File: config.mk
export PLATFORM = sky130hd
export DESIGN_NAME = datamover_cmd_responder_flat
export DESIGN_NICKNAME = d
export VERILOG_FILES = /design/src/rtl/datamover_cmd_responder_if.sv /design/src/rtl/datamover_cmd_responder.sv /design/src/flat_wrapper.sv
export SDC_FILE = /design/constraint.sdc
export NUM_CORES = 1
export LEC_CHECK = 0
export ABC_CLOCK_PERIOD_IN_PS = 3100
export BUFFER_PORTS_ARGS = -buffer_cell sky130_fd_sc_hd__buf_4
export CAP_MARGIN = 10
export CORE_MARGIN = 3
export CORE_UTILIZATION = 55
export DETAILED_ROUTE_END_ITERATION = 6
export MAX_ROUTING_LAYER = met4
export PLACE_DENSITY = 0.79
export SLEW_MARGIN = 20
export SYNTH_ARGS = -nofsm -noshare
export SYNTH_HDL_FRONTEND = slang
export SYNTH_SLANG_ARGS = --single-unit
File: constraint.sdc
create_clock -name clk -period 3.1 [get_ports clk]
set_clock_uncertainty 0.1 [all_clocks]
set_input_delay 0.62 -clock clk [delete_from_list [all_inputs] [get_ports clk]]
set_output_delay 0.62 -clock clk [all_outputs]
set_load 0.05 [all_outputs]
File: src/rtl/datamover_cmd_responder_if.sv
// Command, MM2S payload and status streams between a DataMover command issuer
// (master) and the responder that serves it (slave).
interface datamover_cmd_responder_if;
  logic        S_AXIS_CMD_TVALID;
  logic        S_AXIS_CMD_TREADY;
  logic [71:0] S_AXIS_CMD_TDATA;

  logic        M_AXIS_MM2S_TVALID;
  logic        M_AXIS_MM2S_TREADY;
  logic [31:0] M_AXIS_MM2S_TDATA;
  logic [3:0]  M_AXIS_MM2S_TKEEP;
  logic        M_AXIS_MM2S_TLAST;

  logic        M_AXIS_STS_TVALID;
  logic        M_AXIS_STS_TREADY;
  logic [7:0]  M_AXIS_STS_TDATA;

  modport master (
    output S_AXIS_CMD_TVALID, S_AXIS_CMD_TDATA,
    output M_AXIS_MM2S_TREADY, M_AXIS_STS_TREADY,
    input  S_AXIS_CMD_TREADY,
    input  M_AXIS_MM2S_TVALID, M_AXIS_MM2S_TDATA, M_AXIS_MM2S_TKEEP, M_AXIS_MM2S_TLAST,
    input  M_AXIS_STS_TVALID, M_AXIS_STS_TDATA
  );

  modport slave (
    input  S_AXIS_CMD_TVALID, S_AXIS_CMD_TDATA,
    input  M_AXIS_MM2S_TREADY, M_AXIS_STS_TREADY,
    output S_AXIS_CMD_TREADY,
    output M_AXIS_MM2S_TVALID, M_AXIS_MM2S_TDATA, M_AXIS_MM2S_TKEEP, M_AXIS_MM2S_TLAST,
    output M_AXIS_STS_TVALID, M_AXIS_STS_TDATA
  );
endinterface

File: src/rtl/datamover_cmd_responder.sv
// DataMover MM2S stand-in: accepts one command at a time, streams an address
// pattern (SADDR + 4*i) as payload, then returns the 8-bit status word.
module datamover_cmd_responder #(
  parameter int unsigned C_S_AXIS_CMD_DATA_WIDTH = 72,
  parameter int unsigned C_M_AXIS_STS_DATA_WIDTH = 8,
  parameter int unsigned C_M_AXIS_DATA_WIDTH     = 32,
  parameter logic [31:0] C_ADDR_LIMIT            = 32'h4000_0000
) (
  input  logic                       clk,
  input  logic                       rst_n,
  datamover_cmd_responder_if.slave   bus,
  output logic                       busy
);

  typedef enum logic [1:0] {
    IDLE,
    DATA,
    STS
  } state_t;

  state_t                             state_q, state_d;
  logic                               cmd_tready_q, cmd_tready_d;
  logic                               mm2s_tvalid_q, mm2s_tvalid_d;
  logic [C_M_AXIS_DATA_WIDTH-1:0]     mm2s_tdata_q, mm2s_tdata_d;
  logic [3:0]                         mm2s_tkeep_q, mm2s_tkeep_d;
  logic                               mm2s_tlast_q, mm2s_tlast_d;
  logic                               sts_tvalid_q, sts_tvalid_d;
  logic [C_M_AXIS_STS_DATA_WIDTH-1:0] sts_tdata_q, sts_tdata_d;
  logic [20:0]                        beats_q, beats_d;
  logic [1:0]                         btt_lo_q, btt_lo_d;
  logic                               eof_q, eof_d;
  logic [3:0]                         tag_q, tag_d;

  logic [C_S_AXIS_CMD_DATA_WIDTH-1:0] cmd;
  logic [22:0]                        cmd_btt;
  logic                               cmd_eof;
  logic [31:0]                        cmd_saddr;
  logic [3:0]                         cmd_tag;
  logic [22:0]                        btt_m1;
  logic [20:0]                        beats_load;
  logic                               unused_cmd_bits;

  assign cmd        = bus.S_AXIS_CMD_TDATA;
  assign cmd_btt    = cmd[22:0];
  assign cmd_eof    = cmd[30];
  assign cmd_saddr  = cmd[63:32];
  assign cmd_tag    = cmd[67:64];
  // Counter holds beats remaining after the current one, so 2^21 beats fit in 21 bits.
  assign btt_m1     = cmd_btt - 23'd1;
  assign beats_load = btt_m1[22:2];

  assign unused_cmd_bits = ^{cmd[71:68], cmd[31], cmd[29:23], btt_m1[1:0]};

  function automatic logic [3:0] last_keep(input logic [1:0] rem);
    case (rem)
      2'd1:    return 4'h1;
      2'd2:    return 4'h3;
      2'd3:    return 4'h7;
      default: return 4'hF;
    endcase
  endfunction

  always_comb begin
    state_d      = state_q;
    cmd_tready_d = cmd_tready_q;
    mm2s_tvalid_d = mm2s_tvalid_q;
    mm2s_tdata_d = mm2s_tdata_q;
    mm2s_tkeep_d = mm2s_tkeep_q;
    mm2s_tlast_d = mm2s_tlast_q;
    sts_tvalid_d = sts_tvalid_q;
    sts_tdata_d  = sts_tdata_q;
    beats_d      = beats_q;
    btt_lo_d     = btt_lo_q;
    eof_d        = eof_q;
    tag_d        = tag_q;

    case (state_q)
      IDLE: begin
        cmd_tready_d = 1'b1;
        if (cmd_tready_q && bus.S_AXIS_CMD_TVALID) begin
          cmd_tready_d = 1'b0;
          tag_d        = cmd_tag;
          eof_d        = cmd_eof;
          btt_lo_d     = cmd_btt[1:0];
          if (cmd_btt == '0) begin
            state_d      = STS;
            sts_tvalid_d = 1'b1;
            sts_tdata_d  = {1'b0, 1'b0, 1'b0, 1'b1, cmd_tag};
          end else if (cmd_saddr >= C_ADDR_LIMIT) begin
            state_d      = STS;
            sts_tvalid_d = 1'b1;
            sts_tdata_d  = {1'b0, 1'b0, 1'b1, 1'b0, cmd_tag};
          end else begin
            state_d       = DATA;
            mm2s_tvalid_d = 1'b1;
            mm2s_tdata_d  = cmd_saddr;
            beats_d       = beats_load;
            mm2s_tkeep_d  = (beats_load == '0) ? last_keep(cmd_btt[1:0]) : 4'hF;
            mm2s_tlast_d  = (beats_load == '0) && cmd_eof;
          end
        end
      end

      DATA: begin
        if (bus.M_AXIS_MM2S_TREADY) begin
          if (beats_q == '0) begin
            state_d       = STS;
            mm2s_tvalid_d = 1'b0;
            mm2s_tdata_d  = '0;
            mm2s_tkeep_d  = '0;
            mm2s_tlast_d  = 1'b0;
            sts_tvalid_d  = 1'b1;
            sts_tdata_d   = {1'b1, 1'b0, 1'b0, 1'b0, tag_q};
          end else begin
            beats_d      = beats_q - 21'd1;
            mm2s_tdata_d = mm2s_tdata_q + C_M_AXIS_DATA_WIDTH'(4);
            mm2s_tkeep_d = (beats_q == 21'd1) ? last_keep(btt_lo_q) : 4'hF;
            mm2s_tlast_d = (beats_q == 21'd1) && eof_q;
          end
        end
      end

      STS: begin
        if (bus.M_AXIS_STS_TREADY) begin
          state_d      = IDLE;
          sts_tvalid_d = 1'b0;
          sts_tdata_d  = '0;
          cmd_tready_d = 1'b1;
        end
      end

      default: state_d = IDLE;
    endcase
  end

  // Async reset drops every VALID immediately and discards any in-flight command.
  always_ff @(posedge clk or negedge rst_n) begin
    if (!rst_n) begin
      state_q       <= IDLE;
      cmd_tready_q  <= 1'b0;
      mm2s_tvalid_q <= 1'b0;
      mm2s_tdata_q  <= '0;
      mm2s_tkeep_q  <= '0;
      mm2s_tlast_q  <= 1'b0;
      sts_tvalid_q  <= 1'b0;
      sts_tdata_q   <= '0;
      beats_q       <= '0;
      btt_lo_q      <= '0;
      eof_q         <= 1'b0;
      tag_q         <= '0;
    end else begin
      state_q       <= state_d;
      cmd_tready_q  <= cmd_tready_d;
      mm2s_tvalid_q <= mm2s_tvalid_d;
      mm2s_tdata_q  <= mm2s_tdata_d;
      mm2s_tkeep_q  <= mm2s_tkeep_d;
      mm2s_tlast_q  <= mm2s_tlast_d;
      sts_tvalid_q  <= sts_tvalid_d;
      sts_tdata_q   <= sts_tdata_d;
      beats_q       <= beats_d;
      btt_lo_q      <= btt_lo_d;
      eof_q         <= eof_d;
      tag_q         <= tag_d;
    end
  end

  assign bus.S_AXIS_CMD_TREADY  = cmd_tready_q;
  assign bus.M_AXIS_MM2S_TVALID = mm2s_tvalid_q;
  assign bus.M_AXIS_MM2S_TDATA  = mm2s_tdata_q;
  assign bus.M_AXIS_MM2S_TKEEP  = mm2s_tkeep_q;
  assign bus.M_AXIS_MM2S_TLAST  = mm2s_tlast_q;
  assign bus.M_AXIS_STS_TVALID  = sts_tvalid_q;
  assign bus.M_AXIS_STS_TDATA   = sts_tdata_q;
  assign busy                   = (state_q != IDLE);

endmodule

File: src/flat_wrapper.sv
// flat-port wrapper written by rule: the top's interface ports become plain ports
module datamover_cmd_responder_flat 
#(
  parameter int unsigned C_S_AXIS_CMD_DATA_WIDTH = 72,
  parameter int unsigned C_M_AXIS_STS_DATA_WIDTH = 8,
  parameter int unsigned C_M_AXIS_DATA_WIDTH     = 32,
  parameter logic [31:0] C_ADDR_LIMIT            = 32'h4000_0000
)
  (clk, rst_n, busy, bus_S_AXIS_CMD_TVALID, bus_S_AXIS_CMD_TDATA, bus_M_AXIS_MM2S_TREADY, bus_M_AXIS_STS_TREADY, bus_S_AXIS_CMD_TREADY, bus_M_AXIS_MM2S_TVALID, bus_M_AXIS_MM2S_TDATA, bus_M_AXIS_MM2S_TKEEP, bus_M_AXIS_MM2S_TLAST, bus_M_AXIS_STS_TVALID, bus_M_AXIS_STS_TDATA);
  datamover_cmd_responder_if bus_i ();
  input  logic clk;
  input  logic rst_n;
  output logic busy;
  input wire logic [$bits(bus_i.S_AXIS_CMD_TVALID)-1:0] bus_S_AXIS_CMD_TVALID;
  input wire logic [$bits(bus_i.S_AXIS_CMD_TDATA)-1:0] bus_S_AXIS_CMD_TDATA;
  input wire logic [$bits(bus_i.M_AXIS_MM2S_TREADY)-1:0] bus_M_AXIS_MM2S_TREADY;
  input wire logic [$bits(bus_i.M_AXIS_STS_TREADY)-1:0] bus_M_AXIS_STS_TREADY;
  output wire logic [$bits(bus_i.S_AXIS_CMD_TREADY)-1:0] bus_S_AXIS_CMD_TREADY;
  output wire logic [$bits(bus_i.M_AXIS_MM2S_TVALID)-1:0] bus_M_AXIS_MM2S_TVALID;
  output wire logic [$bits(bus_i.M_AXIS_MM2S_TDATA)-1:0] bus_M_AXIS_MM2S_TDATA;
  output wire logic [$bits(bus_i.M_AXIS_MM2S_TKEEP)-1:0] bus_M_AXIS_MM2S_TKEEP;
  output wire logic [$bits(bus_i.M_AXIS_MM2S_TLAST)-1:0] bus_M_AXIS_MM2S_TLAST;
  output wire logic [$bits(bus_i.M_AXIS_STS_TVALID)-1:0] bus_M_AXIS_STS_TVALID;
  output wire logic [$bits(bus_i.M_AXIS_STS_TDATA)-1:0] bus_M_AXIS_STS_TDATA;
  assign bus_i.S_AXIS_CMD_TVALID = bus_S_AXIS_CMD_TVALID;
  assign bus_i.S_AXIS_CMD_TDATA = bus_S_AXIS_CMD_TDATA;
  assign bus_i.M_AXIS_MM2S_TREADY = bus_M_AXIS_MM2S_TREADY;
  assign bus_i.M_AXIS_STS_TREADY = bus_M_AXIS_STS_TREADY;
  assign bus_S_AXIS_CMD_TREADY = bus_i.S_AXIS_CMD_TREADY;
  assign bus_M_AXIS_MM2S_TVALID = bus_i.M_AXIS_MM2S_TVALID;
  assign bus_M_AXIS_MM2S_TDATA = bus_i.M_AXIS_MM2S_TDATA;
  assign bus_M_AXIS_MM2S_TKEEP = bus_i.M_AXIS_MM2S_TKEEP;
  assign bus_M_AXIS_MM2S_TLAST = bus_i.M_AXIS_MM2S_TLAST;
  assign bus_M_AXIS_STS_TVALID = bus_i.M_AXIS_STS_TVALID;
  assign bus_M_AXIS_STS_TDATA = bus_i.M_AXIS_STS_TDATA;
  datamover_cmd_responder #(.C_S_AXIS_CMD_DATA_WIDTH(C_S_AXIS_CMD_DATA_WIDTH), .C_M_AXIS_STS_DATA_WIDTH(C_M_AXIS_STS_DATA_WIDTH), .C_M_AXIS_DATA_WIDTH(C_M_AXIS_DATA_WIDTH), .C_ADDR_LIMIT(C_ADDR_LIMIT)) u_core (.clk(clk), .rst_n(rst_n), .bus(bus_i), .busy(busy));
endmodule
**Word-level counts from Yosys, hierarchy flattened**

Index checks and enable logic that the tools add are counted.
W data, S select, Z words.

- Add/subtract/negate cells: 3
- Order comparisons: 1
- Eq/ne operators: 17
- Mux-type cells: 58
- Reductions and logical operators: 18

Operators by type and width:

| operator | number |
|---|---|
| $mux W32 | 5 |
| $mux W21 | 5 |
| $pmux W32 S2 | 1 |
| $mux W8 | 6 |
| $logic_not A21 Y1 | 2 |
| $pmux W21 S2 | 1 |
| $add A32 B3 Y32 const B | 1 |
| $ge A32 B31 Y1 const B | 1 |
| $mux W4 | 7 |
| $pmux W4 S3 | 2 |
| $pmux W8 S3 | 1 |
| $logic_not A23 Y1 | 1 |
| $sub A23 B1 Y23 const B | 1 |
| $eq A21 B1 Y1 const B | 1 |
| $sub A21 B1 Y21 const B | 1 |
| $mux W1 | 18 |
| $reduce_and A6 Y1 | 3 |
| $mux W2 | 6 |
| $eq A2 B2 Y1 const B | 5 |
| $ne A2 B2 Y1 const B | 5 |
| $pmux W4 S2 | 1 |
| $eq A2 B1 Y1 const B | 3 |
| $pmux W1 S2 | 3 |
| $pmux W2 S3 | 1 |
| 10 further kinds | 16 |

- Bits in registers: 78
- Bits of input ports: 77

**Longest topological paths before layout**

- Depth in word-level cells: 7
- Mapped depth: 11
- Mapped depth without buffers: 9

**Least setup slack after synthesis**

No wires, ideal clock.

- Kind: input-to-reg
- From: input bus_S_AXIS_CMD_TDATA[1]
- To: register u_core.mm2s_tlast_q (netlist: u_core.bus.M_AXIS_MM2S_TLAST)
- Arrival: 3.140 ns
- Required time: 2.933 ns
- Slack: -0.207 ns
- Cell stages on the path: 10
- Path through: inv_1 > ha_1 > clkbuf_1 > nor3b_1 > nand4_1 > xor2_1 > nand3_1 > or4_1 > nor4_2 > a41o_1

- Word-level cells in the longest chain between the ends: 7

RTL lines:

| what | RTL line | RTL |
|---|---|---|
| start: declaration | flat_wrapper.sv:15 | `input wire logic [$bits(bus_i.S_AXIS_CMD_TDATA)-1:0] bus_S_AXIS_CMD_TDATA;` |
| $sub A23 B1 Y23 | datamover_cmd_responder.sv:49 | `assign btt_m1 = cmd_btt - 23'd1;` |
| $logic_not A21 Y1 | datamover_cmd_responder.sv:99 | `mm2s_tlast_d = (beats_load == '0) && cmd_eof;` |
| $logic_and A1 B1 Y1 | datamover_cmd_responder.sv:99 |  |
| $mux W1 | datamover_cmd_responder.sv:89 | `end else if (cmd_saddr >= C_ADDR_LIMIT) begin` |
| $mux W1 | datamover_cmd_responder.sv:85 | `if (cmd_btt == '0) begin` |
| $mux W1 | datamover_cmd_responder.sv:80 | `if (cmd_tready_q && bus.S_AXIS_CMD_TVALID) begin` |
| $pmux W1 S2 | datamover_cmd_responder.sv:77 | `case (state_q)` |
| end signal: assignment | datamover_cmd_responder.sv:157 | `mm2s_tlast_q <= mm2s_tlast_d;` |
| end: declaration | datamover_cmd_responder.sv:26 | `logic mm2s_tlast_q, mm2s_tlast_d;` |

Several ways; a longest one is shown, not always the timed one. The select of a mux whose other input is x is not followed.
A chain may end at the register's enable or synchronous reset.

**Worst setup path after layout**

- From: register u_core.beats_q[10]
- To: register u_core.mm2s_tkeep_q[2] (netlist: u_core.bus.M_AXIS_MM2S_TKEEP[2])

- Word-level cells in the longest chain between the ends: 5

RTL lines:

| what | RTL line | RTL |
|---|---|---|
| start: declaration | datamover_cmd_responder.sv:29 | `logic [20:0] beats_q, beats_d;` |
| start signal: assignment | datamover_cmd_responder.sv:160 | `beats_q <= beats_d;` |
| $eq A21 B1 Y1 | datamover_cmd_responder.sv:117 | `mm2s_tkeep_d = (beats_q == 21'd1) ? last_keep(btt_lo_q) : 4'hF;` |
| $mux W4 | datamover_cmd_responder.sv:117 |  |
| $mux W4 (*) | datamover_cmd_responder.sv:106 | `if (beats_q == '0) begin` |
| $mux W4 (*) | datamover_cmd_responder.sv:105 | `if (bus.M_AXIS_MM2S_TREADY) begin` |
| $pmux W4 S2 (*) | datamover_cmd_responder.sv:77 |  |
| end signal: assignment | datamover_cmd_responder.sv:156 | `mm2s_tkeep_q <= mm2s_tkeep_d;` |
| end: declaration | datamover_cmd_responder.sv:25 | `logic [3:0] mm2s_tkeep_q, mm2s_tkeep_d;` |

Every way passes the cells marked *; elsewhere a longest branch is shown, timed or not. The select of a mux whose other input is x is not followed.

==> results <==
- The flow ran to the end, and the final reports show no timing, DRC or antenna violations.
- The count of unresolved DRC violations after routing is 0.
- The placement row count is 34.
- The commonest register cell after synthesis is dfrtp_1.
- During synthesis, Yosys emitted a total of 0 warnings.
- Dividing the detail-routed via count by the number of cells gives about 6.
- The clock tree root driver cell is clkbuf_8.
- The worst path arrival time is 3110 ps.
- The fraction of synthesis flops using an asynchronous set or reset pin is 100%.
- Cells with a size suffix above 1 make up 30.2% of the layout.
- The relative area change from synthesis to final layout is 30.6%.
- On the critical path the largest part of the delay comes from simple AND/OR/NAND/NOR gates.
- The via count of the first global-routing pass came to slightly above 5000.
- The path type of the worst min-delay path is in -> async.
- The cell accounting for the most synthesized area is dfrtp_1.
- The most frequently used cell type in the post-synthesis netlist is dfrtp_1.
- Of the available clock period, the critical path in the final layout requires 96.1%.
- In the synthesized netlist, the number of instances is 611.
- Detailed routing placed a total of ~7.2 mm of wire on met2.
- The routed length per instance is 17.0 µm.
- In this run the horizontal extent of the chip is 103 µm.
- The transition time at the pin with the least slew margin is between 900 and 1000 ps.
- The cell leakage power is 2.95 nW.
- The setup path with the least slack is of type reg -> reg.
- In this run the remaining antenna-violating nets after routing total 0.
- The maximum number of pins on one net before global-route repair is 78.
- Together, buffers and inverters on the worst path number 0.
- Setup repair after global routing left no endpoint under its margin.
- The total routed wire length on the met1 layer is between 6 and 7 mm.
- During placement, the flow inserted port buffers numbering 112.
- The layout has 693 filler cells.
- The highest routing layer actually used is met4.
- The worst pin sits at a relative slew slack of 35.3%.
- The post-layout total power is 6.18 mW.
- The total clock buffers created by CTS is 9.
- The kind of end point of the critical path is a flip-flop.
- The clock net in this run drives a total of 77 sinks.
- The final RePlAce weighted congestion is 0.997.
- The core area is 8980 µm².
- The level count of the clock H-tree is 3.
- The average footprint of a synthesized cell is 8.55 µm².
- The largest individual stage delay along the critical path comes from the cell or4_1.
- The die covers 10700 µm².
- The first-pass iteration count of the detailed router is 5.
- IR analysis of the VDD net gives a maximum drop of 534 µV.
- Timing would allow up to 0.336 GHz.
- At the worst endpoint, the required time is between 3000 and 4000 ps.
- The total overflow left after global routing is 0.
- The max-slew violation total from the final report is 0.
- After legalization and detailed placement, the total HPWL measured 11.5 mm.
- TritonCTS built the clock tree.
- The number of nets produced by synthesis is 700.
- Counting along the longest clock path gives a buffer depth of 2.
- In this run the vertical extent of the chip is ~100 µm.
- The final net count is ~860.
- Along the worst path, the maximum fanout reaches 7.
- In the detailed route, the total length drawn on met3 is 1.08 mm.
- Clock-pin slew was measured on the worst setup and hold paths at 90 ps.
- The share of synthesized area in the top cell type comes to 36.9%.
- The first-pass GRT wire length is around 25 mm.
- After synthesis, flip-flops and latches occupy 36.9% of the total area.
- The clock reaches the later pin of the worst-skew pair after ~360 ps.
- Ranked by total cell area, the synthesized netlist is headed by dfrtp_1 37%, nand2_1 5.2%, o21ai_0 5.0%.
- The number of I/O pins is 126.
- The cell with the most instances on the worst path is or4_1.
- The max-capacitance violation count is 0.
- The final hold violation count was 0.
- The initial core utilization is around 58%.
- The cell area after synthesis is around 5200 µm².
- The synthesized netlist contains slightly below 80 unique library cells.
- The minimum clock period is 2980 ps.
- The repair_antennas step left the layout with diodes totalling 0.
- The number of enable-type register cells in the synthesized netlist is 0.
- Global routing used 29.6% of the available tracks.
- Walking the worst path, the cells encountered are or4_1 > or4_1 > nor3_1 > and3_1 > nand2_1 > a221oi_2 > o21ai_1.
- The utilization after layout is 76.0%.
- The initial antenna violation count was 0.
- The number of endpoints failing setup at the final stage is 0.
- Wires add up to 15.3 mm.
- By count the netlist is led by 77 x dfrtp_1, 73 x nand2_1, 52 x o21ai_0, 41 x nor2_1, 37 x a21oi_1.
- STA classifies the critical path startpoint as a flip-flop.
- The routed layout has 5546 vias.
- The delay of the slowest cell on the worst path is 630 ps.
- The flop and latch count out of synthesis is 77.
- Dividing total power by cell area gives a power density of a little over 900 nW/µm².
- For this block, the initial DRC count from the detailed router was 417.
sequential cells by signal, summed over array words and instances, names as in the netlist, 2 cells and up:
| signal | flops |
|---|---|
| u_core.btt_lo_q | 2 |
| u_core.beats_q | 21 |
| u_core.bus.M_AXIS_STS_TDATA | 7 |
| u_core.bus.M_AXIS_MM2S_TKEEP | 4 |
| u_core.state_q | 2 |
| u_core.tag_q | 4 |
| u_core.bus.M_AXIS_MM2S_TDATA | 32 |
cells by family after synthesis:
family / after synthesis / share of synthesized area (%)
adder cells (fa/ha/maj): 12 / 2.88
other: 1 / 0.0718
AND/OR/NAND/NOR: 261 / 26.5
flip-flops: 77 / 36.9
multiplexers: 9 / 1.85
XOR/XNOR: 17 / 2.85
AO/OA/AOI/OAI: 182 / 23.6
buffers and inverters: 52 / 5.32
stage by stage:
stage | setup TNS, ps | hold WS (ps) | cells | cell area [µm²] | setup slack (ps)
final | 0 | 305 | 900 | 6820 | 120
after global routing | 0 | 350 | 900 | 6820 | 18.5
after CTS | 0 | 342 | 900 | 6810 | 109
after detailed placement | -2910 | 366 | 884 | 6600 | -138
after floorplan | 0 | 224 | 611 | 5240 | 91.9
after global placement | -682 | 358 | 884 | 6600 | -84.9
worst paths after layout:
kind / to / slack, ps / startpoint / cells past startpoint
worst max-delay path: u_core.bus.M_AXIS_MM2S_TKEEP[2]$_DFFE_PN0P_ / 120 / u_core.beats_q[10]$_DFFE_PN0P_ / 7
worst min-delay path: u_core.bus.M_AXIS_STS_TDATA[0]$_DFFE_PN0P_ / 310 / rst_n / 1
worst max register to register: u_core.bus.M_AXIS_MM2S_TKEEP[2]$_DFFE_PN0P_ / 120 / u_core.beats_q[10]$_DFFE_PN0P_ / 7
worst min register to register: u_core.tag_q[1]$_DFFE_PN0P_ / 380 / u_core.tag_q[1]$_DFFE_PN0P_ / 2
max in group asynchronous: u_core.beats_q[19]$_DFFE_PN0P_ / 1960 / rst_n / 1
min in group clk: u_core.tag_q[1]$_DFFE_PN0P_ / 350 / bus_S_AXIS_CMD_TDATA[65] / 3
where the power goes:
group	leakage [nW]	switching, mW	internal [mW]	total, mW
clock	0.0991	0.409	0.400	0.809
sequential	0.932	0.576	1.48	2.05
combinational	1.92	2.11	1.21	3.32
cell type report:
cell class / count / area [µm²] / area share, %
Clock buffer: 10 / 138 / 2.02
Clock inverter: 6 / 71.3 / 1.05
Inverter: 21 / 78.8 / 1.16
Multi-Input combinational cell: 482 / 3040 / 44.6
Sequential cell: 77 / 1930 / 28.3
Tap cell: 126 / 158 / 2.31
Timing Repair Buffer: 178 / 1400 / 20.6
cell usage in the layout (no fill, tap or decap), drive strengths merged, types with 4 or more instances in the layout:
| cell type | Yosys | layout |
|---|---|---|
| mux2i | 4 | 4 |
| a21oi | 41 | 41 |
| xnor2 | 5 | 5 |
| a221oi | 6 | 6 |
| nand3 | 27 | 27 |
| o311ai | 4 | 4 |
| nor3 | 34 | 34 |
| or3 | 7 | 7 |
| mux2 | 5 | 5 |
| nor2 | 43 | 43 |
| o21ai | 61 | 61 |
| dfrtp | 77 | 77 |
| nor4 | 14 | 14 |
| a22oi | 21 | 21 |
| o22ai | 6 | 6 |
| buf | 21 | 178 |
| xor2 | 12 | 12 |
| nand2b | 5 | 5 |
| a31oi | 7 | 7 |
| nor2b | 5 | 5 |
| or4 | 10 | 10 |
| a221o | 5 | 5 |
| ha | 12 | 12 |
| nand4 | 10 | 10 |
| clkbuf | 10 | 10 |
| nand2 | 74 | 74 |
| inv | 21 | 22 |
| and3 | 8 | 8 |
| or2 | 4 | 4 |
timing repair:
action	4_1_cts	5_1_grt
setup endpoints to repair	0	5
endpoints found under the hold margin	0	0
resized for setup	0	2
setup buffers	0	0
hold buffers	0	0
metal layers:
metal | vias up | track usage (%)
met5 | - | -
met4 | 0 | 7.97
met3 | 36 | 4.36
met2 | 278 | 46.6
met1 | 2635 | 39.9
li1 | 2597 | -
Note: power is estimated with default switching activity, not from simulation.
